File: src/rtl/mem_port_arbiter_pkg.sv
// -----------------------------------------------------------------------------
// mem_arb_pkg
// Shared types for the two-channel memory port arbiter.
//   NUM_CH  : number of requesting channels sharing the memory port
//   state_t : arbiter FSM state (IDLE -> ISSUE -> WAIT -> DONE)
//   op_t    : operation captured at grant time (read or write)
// -----------------------------------------------------------------------------
package mem_arb_pkg;

    localparam int NUM_CH = 2;

    typedef enum logic [1:0] {
        IDLE  = 2'd0,
        ISSUE = 2'd1,
        WAIT  = 2'd2,
        DONE  = 2'd3
    } state_t;

    typedef enum logic {
        OP_RD = 1'b0,
        OP_WR = 1'b1
    } op_t;

endpackage

File: src/rtl/mem_port_arbiter_if.sv
// -----------------------------------------------------------------------------
// mem_port_arbiter_if
// Bundles the accelerator-side request/response lanes and the single memory
// port handled by mem_port_arbiter.
//   req_oe/req_we/req_addr/req_wdata/req_size : per-channel requests (2 lanes)
//   rsp_rdata/rsp_rdy                         : per-channel responses
//   mem_oe/mem_we/mem_addr/mem_wdata/mem_size : memory command
//   mem_rdata/mem_rdy                         : memory completion
// Handshake: a channel raises req_oe or req_we (the "valid") and holds it with
// stable address/data until its rsp_rdy pulses for one cycle (the "ready");
// likewise the arbiter holds mem_oe/mem_we and all mem_* fields stable until
// the memory returns mem_rdy, and drops the enable the following cycle.
// Modports: slave = the arbiter, master = the environment (requesters+memory).
// -----------------------------------------------------------------------------
interface mem_port_arbiter_if #(
    parameter int ADDR_W = 7,
    parameter int DATA_W = 8,
    parameter int SIZE_W = 4
);
    logic [1:0]          req_oe;
    logic [1:0]          req_we;
    logic [2*ADDR_W-1:0] req_addr;
    logic [2*DATA_W-1:0] req_wdata;
    logic [2*SIZE_W-1:0] req_size;
    logic [2*DATA_W-1:0] rsp_rdata;
    logic [1:0]          rsp_rdy;
    logic                mem_oe;
    logic                mem_we;
    logic [ADDR_W-1:0]   mem_addr;
    logic [DATA_W-1:0]   mem_wdata;
    logic [SIZE_W-1:0]   mem_size;
    logic [DATA_W-1:0]   mem_rdata;
    logic                mem_rdy;

    modport slave (
        input  req_oe, req_we, req_addr, req_wdata, req_size, mem_rdata, mem_rdy,
        output rsp_rdata, rsp_rdy, mem_oe, mem_we, mem_addr, mem_wdata, mem_size
    );

    modport master (
        output req_oe, req_we, req_addr, req_wdata, req_size, mem_rdata, mem_rdy,
        input  rsp_rdata, rsp_rdy, mem_oe, mem_we, mem_addr, mem_wdata, mem_size
    );
endinterface

File: src/rtl/mem_port_arbiter_rr_arb2.sv
// -----------------------------------------------------------------------------
// rr_arb2
// Combinational two-way round-robin picker.
//   eligible[1:0] : channels currently requesting
//   rr_last       : channel served most recently
//   grant_valid   : at least one channel eligible
//   grant_idx     : chosen channel; on a tie the one not served last wins
// -----------------------------------------------------------------------------
module rr_arb2 (
    input  logic [1:0] eligible,
    input  logic       rr_last,
    output logic       grant_valid,
    output logic       grant_idx
);
    always_comb begin
        grant_valid = |eligible;
        grant_idx   = 1'b0;
        if (eligible == 2'b11) begin
            grant_idx = ~rr_last;
        end else if (eligible[1]) begin
            grant_idx = 1'b1;
        end
    end
endmodule

File: src/rtl/mem_port_arbiter.sv
// -----------------------------------------------------------------------------
// mem_port_arbiter
// Serialises read/write requests from two channels onto one memory port, one
// transaction outstanding at a time, and returns read data plus a one-cycle
// completion pulse to the requesting channel.
// Ports:
//   clock     : rising-edge clock
//   reset     : asynchronous active-low reset
//   bus       : mem_port_arbiter_if.slave (request lanes, responses, memory port)
//   proto_err : sticky protocol error (oe&we together, or request dropped
//               while its transaction is in flight); cleared only by reset
//   grant_cnt : {ch1, ch0} saturating completed-transaction counters
//   state_dbg : current FSM state
// Optional build macro MEM_ARB_STATS_EN: when defined, grant_cnt counters are
// built; otherwise grant_cnt is constant zero and no counter flops exist.
// -----------------------------------------------------------------------------
module mem_port_arbiter
    import mem_arb_pkg::*;
#(
    parameter int ADDR_W = 7,
    parameter int DATA_W = 8,
    parameter int SIZE_W = 4,
    parameter int CNT_W  = 16
) (
    input  logic                 clock,
    input  logic                 reset,
    mem_port_arbiter_if.slave    bus,
    output logic                 proto_err,
    output logic [2*CNT_W-1:0]   grant_cnt,
    output state_t               state_dbg
);

    state_t            state_q,   state_d;
    logic              grant_q,   grant_d;
    op_t               op_q,      op_d;
    logic [ADDR_W-1:0] addr_q,    addr_d;
    logic [DATA_W-1:0] wdata_q,   wdata_d;
    logic [SIZE_W-1:0] size_q,    size_d;
    logic [DATA_W-1:0] rdata_q,   rdata_d;
    logic              rr_last_q, rr_last_d;
    logic              proto_err_q, proto_err_d;

    logic [1:0] req_any;
    logic [1:0] req_both;
    logic [1:0] elig;
    logic       pick_valid;
    logic       pick_idx;
    logic [1:0] rsp_rdy_w;

    assign req_any  = bus.req_oe | bus.req_we;
    assign req_both = bus.req_oe & bus.req_we;

    // In DONE the just-served channel is still winding down its request, so it
    // is masked out; only the other channel can be picked up back-to-back.
    always_comb begin
        elig = req_any;
        if (state_q == DONE) begin
            elig[grant_q] = 1'b0;
        end
    end

    rr_arb2 u_rr_arb2 (
        .eligible    (elig),
        .rr_last     (rr_last_q),
        .grant_valid (pick_valid),
        .grant_idx   (pick_idx)
    );

    // Next-state and capture logic
    always_comb begin
        state_d     = state_q;
        grant_d     = grant_q;
        op_d        = op_q;
        addr_d      = addr_q;
        wdata_d     = wdata_q;
        size_d      = size_q;
        rdata_d     = rdata_q;
        rr_last_d   = rr_last_q;
        proto_err_d = proto_err_q;

        case (state_q)
            IDLE, DONE: begin
                if ((req_both & elig) != 2'b00) begin
                    proto_err_d = 1'b1;
                end
                if (pick_valid) begin
                    grant_d = pick_idx;
                    // oe wins when both strobes are set: treated as a read.
                    op_d    = bus.req_oe[pick_idx] ? OP_RD : OP_WR;
                    addr_d  = pick_idx ? bus.req_addr[2*ADDR_W-1:ADDR_W]
                                       : bus.req_addr[ADDR_W-1:0];
                    wdata_d = pick_idx ? bus.req_wdata[2*DATA_W-1:DATA_W]
                                       : bus.req_wdata[DATA_W-1:0];
                    size_d  = pick_idx ? bus.req_size[2*SIZE_W-1:SIZE_W]
                                       : bus.req_size[SIZE_W-1:0];
                    state_d = ISSUE;
                end else begin
                    state_d = IDLE;
                end
            end
            ISSUE: begin
                if (!req_any[grant_q]) begin
                    proto_err_d = 1'b1;
                end
                state_d = WAIT;
            end
            WAIT: begin
                if (!req_any[grant_q]) begin
                    proto_err_d = 1'b1;
                end
                if (bus.mem_rdy) begin
                    rdata_d   = (op_q == OP_RD) ? bus.mem_rdata : '0;
                    rr_last_d = grant_q;
                    state_d   = DONE;
                end
            end
            default: begin
                state_d = IDLE;
            end
        endcase
    end

    always_ff @(posedge clock or negedge reset) begin
        if (!reset) begin
            state_q     <= IDLE;
            grant_q     <= 1'b0;
            op_q        <= OP_RD;
            addr_q      <= '0;
            wdata_q     <= '0;
            size_q      <= '0;
            rdata_q     <= '0;
            rr_last_q   <= 1'b1;
            proto_err_q <= 1'b0;
        end else begin
            state_q     <= state_d;
            grant_q     <= grant_d;
            op_q        <= op_d;
            addr_q      <= addr_d;
            wdata_q     <= wdata_d;
            size_q      <= size_d;
            rdata_q     <= rdata_d;
            rr_last_q   <= rr_last_d;
            proto_err_q <= proto_err_d;
        end
    end

    // Memory command is a pure function of registered state, so it cannot
    // move while the FSM sits in WAIT.
    assign bus.mem_oe    = ((state_q == ISSUE) || (state_q == WAIT)) && (op_q == OP_RD);
    assign bus.mem_we    = ((state_q == ISSUE) || (state_q == WAIT)) && (op_q == OP_WR);
    assign bus.mem_addr  = addr_q;
    assign bus.mem_wdata = wdata_q;
    assign bus.mem_size  = size_q;

    always_comb begin
        rsp_rdy_w     = 2'b00;
        bus.rsp_rdata = '0;
        if (state_q == DONE) begin
            rsp_rdy_w[grant_q] = 1'b1;
            if (grant_q) begin
                bus.rsp_rdata[2*DATA_W-1:DATA_W] = rdata_q;
            end else begin
                bus.rsp_rdata[DATA_W-1:0] = rdata_q;
            end
        end
    end

    assign bus.rsp_rdy = rsp_rdy_w;
    assign proto_err   = proto_err_q;
    assign state_dbg   = state_q;

`ifdef MEM_ARB_STATS_EN
    logic [CNT_W-1:0] cnt_q [NUM_CH];
    logic [CNT_W-1:0] cnt_d [NUM_CH];

    // Saturating per-channel completion counters
    always_comb begin
        for (int c = 0; c < NUM_CH; c++) begin
            cnt_d[c] = cnt_q[c];
            if (rsp_rdy_w[c] && (cnt_q[c] != {CNT_W{1'b1}})) begin
                cnt_d[c] = cnt_q[c] + 1'b1;
            end
        end
    end

    always_ff @(posedge clock or negedge reset) begin
        if (!reset) begin
            for (int c = 0; c < NUM_CH; c++) begin
                cnt_q[c] <= '0;
            end
        end else begin
            for (int c = 0; c < NUM_CH; c++) begin
                cnt_q[c] <= cnt_d[c];
            end
        end
    end

    assign grant_cnt = {cnt_q[1], cnt_q[0]};
`else
    assign grant_cnt = '0;
`endif

endmodule

File: src/flat_wrapper.sv
// flat-port wrapper written by rule: the top's interface ports become plain ports
module mem_port_arbiter_flat import mem_arb_pkg::*;
#(
    parameter int ADDR_W = 7,
    parameter int DATA_W = 8,
    parameter int SIZE_W = 4,
    parameter int CNT_W  = 16
)
  (clock, reset, proto_err, grant_cnt, state_dbg, bus_req_oe, bus_req_we, bus_req_addr, bus_req_wdata, bus_req_size, bus_mem_rdata, bus_mem_rdy, bus_rsp_rdata, bus_rsp_rdy, bus_mem_oe, bus_mem_we, bus_mem_addr, bus_mem_wdata, bus_mem_size);
  mem_port_arbiter_if #(.ADDR_W(ADDR_W), .DATA_W(DATA_W), .SIZE_W(SIZE_W)) bus_i ();
  input  logic clock;
  input  logic reset;
  output logic proto_err;
  output logic [2*CNT_W-1:0] grant_cnt;
  output state_t state_dbg;
  input wire logic [$bits(bus_i.req_oe)-1:0] bus_req_oe;
  input wire logic [$bits(bus_i.req_we)-1:0] bus_req_we;
  input wire logic [$bits(bus_i.req_addr)-1:0] bus_req_addr;
  input wire logic [$bits(bus_i.req_wdata)-1:0] bus_req_wdata;
  input wire logic [$bits(bus_i.req_size)-1:0] bus_req_size;
  input wire logic [$bits(bus_i.mem_rdata)-1:0] bus_mem_rdata;
  input wire logic [$bits(bus_i.mem_rdy)-1:0] bus_mem_rdy;
  output wire logic [$bits(bus_i.rsp_rdata)-1:0] bus_rsp_rdata;
  output wire logic [$bits(bus_i.rsp_rdy)-1:0] bus_rsp_rdy;
  output wire logic [$bits(bus_i.mem_oe)-1:0] bus_mem_oe;
  output wire logic [$bits(bus_i.mem_we)-1:0] bus_mem_we;
  output wire logic [$bits(bus_i.mem_addr)-1:0] bus_mem_addr;
  output wire logic [$bits(bus_i.mem_wdata)-1:0] bus_mem_wdata;
  output wire logic [$bits(bus_i.mem_size)-1:0] bus_mem_size;
  assign bus_i.req_oe = bus_req_oe;
  assign bus_i.req_we = bus_req_we;
  assign bus_i.req_addr = bus_req_addr;
  assign bus_i.req_wdata = bus_req_wdata;
  assign bus_i.req_size = bus_req_size;
  assign bus_i.mem_rdata = bus_mem_rdata;
  assign bus_i.mem_rdy = bus_mem_rdy;
  assign bus_rsp_rdata = bus_i.rsp_rdata;
  assign bus_rsp_rdy = bus_i.rsp_rdy;
  assign bus_mem_oe = bus_i.mem_oe;
  assign bus_mem_we = bus_i.mem_we;
  assign bus_mem_addr = bus_i.mem_addr;
  assign bus_mem_wdata = bus_i.mem_wdata;
  assign bus_mem_size = bus_i.mem_size;
  mem_port_arbiter #(.ADDR_W(ADDR_W), .DATA_W(DATA_W), .SIZE_W(SIZE_W), .CNT_W(CNT_W)) u_core (.clock(clock), .reset(reset), .bus(bus_i), .proto_err(proto_err), .grant_cnt(grant_cnt), .state_dbg(state_dbg));
endmodule
File: config.mk
export PLATFORM = sky130hd
export DESIGN_NAME = mem_port_arbiter_flat
export DESIGN_NICKNAME = d
export VERILOG_FILES = /design/src/rtl/mem_port_arbiter_pkg.sv /design/src/rtl/mem_port_arbiter_if.sv /design/src/rtl/mem_port_arbiter_rr_arb2.sv /design/src/rtl/mem_port_arbiter.sv /design/src/flat_wrapper.sv
export SDC_FILE = /design/constraint.sdc
export NUM_CORES = 1
export LEC_CHECK = 0
export CELL_PAD_IN_SITES_DETAIL_PLACEMENT = 0
export CELL_PAD_IN_SITES_GLOBAL_PLACEMENT = 2
export CORE_MARGIN = 4
export CORE_UTILIZATION = 23
export DETAILED_ROUTE_END_ITERATION = 16
export PLACE_DENSITY = 0.83
export SLEW_MARGIN = 20
export SYNTH_ARGS = -nofsm -noshare
export SYNTH_HDL_FRONTEND = slang
export SYNTH_SLANG_ARGS = --single-unit
export TNS_END_PERCENT = 100
File: constraint.sdc
create_clock -name clock -period 2.7 [get_ports clock]
set_input_delay 0.54 -clock clock [delete_from_list [all_inputs] [get_ports clock]]
set_output_delay 0.54 -clock clock [all_outputs]
set_load 0.02 [all_outputs]
==> out/metrics.csv <==
metric,value,unit
DP HPWL,4.10,mm
GR Overflow Total,0,
"Seq/Total Area, Yosys",39.5,%
CTS Buf Count,5,
Reg area,827,um2
setup ws final,0.233,ns
yosys warns,0,
Lkg Pwr,0.00137,uW
DR vias,1547,
critical setup path kind,flip-flop to primary output,
final setup TNS,0,ns
I/O pins,127,
"Async S/R FF share, synth",100,%
Die Span Y,103,um
nature of the critical path startpoint,flip-flop,
fmax,405,MHz
post-CTS sizing,0,
layout cells sized above 1,19.7,%
worst rel slew slack,48.5,%
Total GRT Usage,9.55,%
worst-case reg-to-reg path depth,7,
Final Cell Area,3110,um2
Synth area leaders,"dfrtp_1 (38%), mux2_4 (13%), buf_4 (13%)",
worst-path fanout max,11,
gp weighted congestion,0.678,
average cell area after synthesis,11.1,um2
DRT Pass-1 Iters,3,
distinct cell type count after synthesis,30,
vias in the first global route,1488,
DRC,0,
Final ANT Viol Nets,0,
Post-synth EDFFs,0,
final hold vios,0,
post-synthesis instance total,189,
hold_buf cts,0,
crit path DAT,1.93,ns
cell accounting for the most synthesized area,dfrtp_1,
Vias per Instance,3.95,
first-pass GRT wire length,8.00,mm
IO Port Bufs,94,
Fillers,889,
die area,10700,um2
dpl cell area,3020,um2
drt initial violations,44,
share of Yosys cell area claimed by the top area cell type,38.3,%
RSZ-0062 raised after global routing,no,
maximum VDD drop,0.000506,V
worst skew pair latency,0.28,ns
r2r endpoint,u_core.bus.mem_size[0],
routed wire length,5.40,mm
floorplan die width,103,um
slack of the worst reg-to-reg path,0.59,ns
Area growth syn-to-layout,48.4,%
final setup vio count,0,
#FFs+latches synth,33,
DP Worst Slack,0.364,ns
worst min-delay path class,primary input to asynchronous set/reset pin,
Multi-input gate area,1050,um2
initial antenna violation count,0,
run status,"finished, final reports clean",
post-CTS setup buffer count,0,
nets@finish,339,
crit path time final,2.47,ns
Crit path required time,2.16,ns
clk sinks,33,
Tcrit/Tclk final,91.4,%
Clock Path Buffers,2,
CTS root buffer,clkbuf_8,
reg2reg start,u_core.state_dbg[0],
PD cells,1180,nW/um2
Initial Util,23.8,%
Worst Clk Skew,0.00791,ns
"Slew Viols, Final",0,
Core Area,8810,um2
CTS tree,built,
critical path endpoint category,primary output,
mapped cell area,2090,um2
largest net degree at the start of global routing,34,
# diodes,0,
"Reg clk slew, reported paths",0.07,ns
H-tree lvl count,2,
Post-synth top flop,dfrtp_1,
Worst Tran Pin Value,0.772,ns
DR WL/cell,13.8,um
total of max-cap violations,0,
row cnt,34,
## registers in the layout, summed over array words and instances (netlist names)
signal	count
u_core.bus.mem_addr	7
u_core.op_q	1
u_core.rr_last_q	1
u_core.grant_q	1
u_core.state_dbg	2
u_core.bus.mem_size	4
u_core.bus.mem_wdata	8
u_core.proto_err	1
u_core.rdata_q	8
## synthesized netlist by cell type, types with 3 or more instances
library cell / instances
buf_4: 35
mux2_2: 21
mux2_4: 18
dfrtp_1: 32
clkbuf_1: 4
and2_1: 8
nand2b_1: 10
inv_1: 3
o21ai_0: 10
nand2_1: 14
and3_1: 9
nor2_1: 4
## kinds of logic (layout without fill, tap and decap cells)
| family | Yosys count | count (layout) | share of synthesized area, % |
|---|---|---|---|
| and+or+nand+nor | 50 | 50 | 12.8 |
| buffers and inverters | 45 | 109 | 16.0 |
| muxes | 41 | 41 | 25.2 |
| DFF | 33 | 33 | 39.5 |
| AOI/OAI and AO/OA | 17 | 17 | 5.08 |
| adders and majority gates | 2 | 2 | 1.20 |
| other | 1 | 32 | 0.179 |
## worst max-delay path by stage
stage / startpoint / to / slack (ns) / cells past startpoint
final: u_core.state_dbg[0] / bus_rsp_rdata[5] / 0.23 / 4
after global routing: u_core.state_dbg[0] / bus_rsp_rdata[6] / 0.09 / 4
after CTS: u_core.state_dbg[0] / bus_rsp_rdata[6] / 0.09 / 4
after detailed placement: bus_req_oe[0] / u_core.bus.mem_size[0] / 0.36 / 6
after global placement: bus_req_oe[0] / u_core.bus.mem_addr[6] / 0.39 / 6
after floorplan: u_core.state_dbg[1] / bus_rsp_rdata[0] / 0.60 / 5
## power breakdown
part | internal (uW) | switching, uW | total [uW]
Sequential | 764 | 170 | 934
Clock | 202 | 176 | 378
Combinational | 1300 | 1050 | 2350
## critical path, cell delays in order, from the launching register on
cell and delay, ns:
dfrtp_1 0.43, ha_1 0.23, and2b_2 0.28, and2_1 0.18, clkdlybuf4s50_1 0.54
## layout make-up
class | instances | share of cell area [%]
tap | 108 | 4.35
sequential | 33 | 26.6
timing repair buffer | 99 | 32.2
inverter | 3 | 0.363
multi-input combinational | 142 | 33.7
clock buffer | 7 | 2.78
## per-stage QoR
stage / power, uW / util (%) / cells / hold WS, ns
floorplan: 2580 / - / 220 / 0.244
global placement: 3290 / 34.3 / 385 / 0.468
detailed placement: 3320 / 34.3 / 385 / 0.474
CTS: 3720 / 35.3 / 392 / 0.361
global route: 3910 / 35.3 / 392 / 0.400
finish: 3660 / 35.3 / 392 / 0.330
## per-layer routing
metal	vias up	track usage, %	part of all wire [%]
li1	756	-	-
met1	726	12.9	43
met2	59	15.7	50
met3	6	1.61	6.5
met4	0	2.69	1.3
met5	-	0	0
## cell usage in the layout, fill, tap and decap left out, types with 2 or more instances in the layout
| cell | Yosys | routed |
|---|---|---|
| clkdlybuf4s50_1 | 0 | 93 |
| conb_1 | 1 | 32 |
| dfrtp_1 | 32 | 32 |
| mux2_2 | 21 | 21 |
| mux2_4 | 18 | 18 |
| nand2_1 | 14 | 14 |
| nand2b_1 | 10 | 10 |
| o21ai_0 | 10 | 10 |
| and3_1 | 9 | 9 |
| and2_1 | 8 | 8 |
| clkbuf_8 | 0 | 6 |
| nor2_1 | 4 | 4 |
| inv_1 | 3 | 3 |
| buf_4 | 35 | 3 |
| mux2i_1 | 2 | 2 |
| a21oi_1 | 2 | 2 |
| ha_1 | 2 | 2 |
| buf_12 | 1 | 2 |
(Power assumes the default switching activity.)
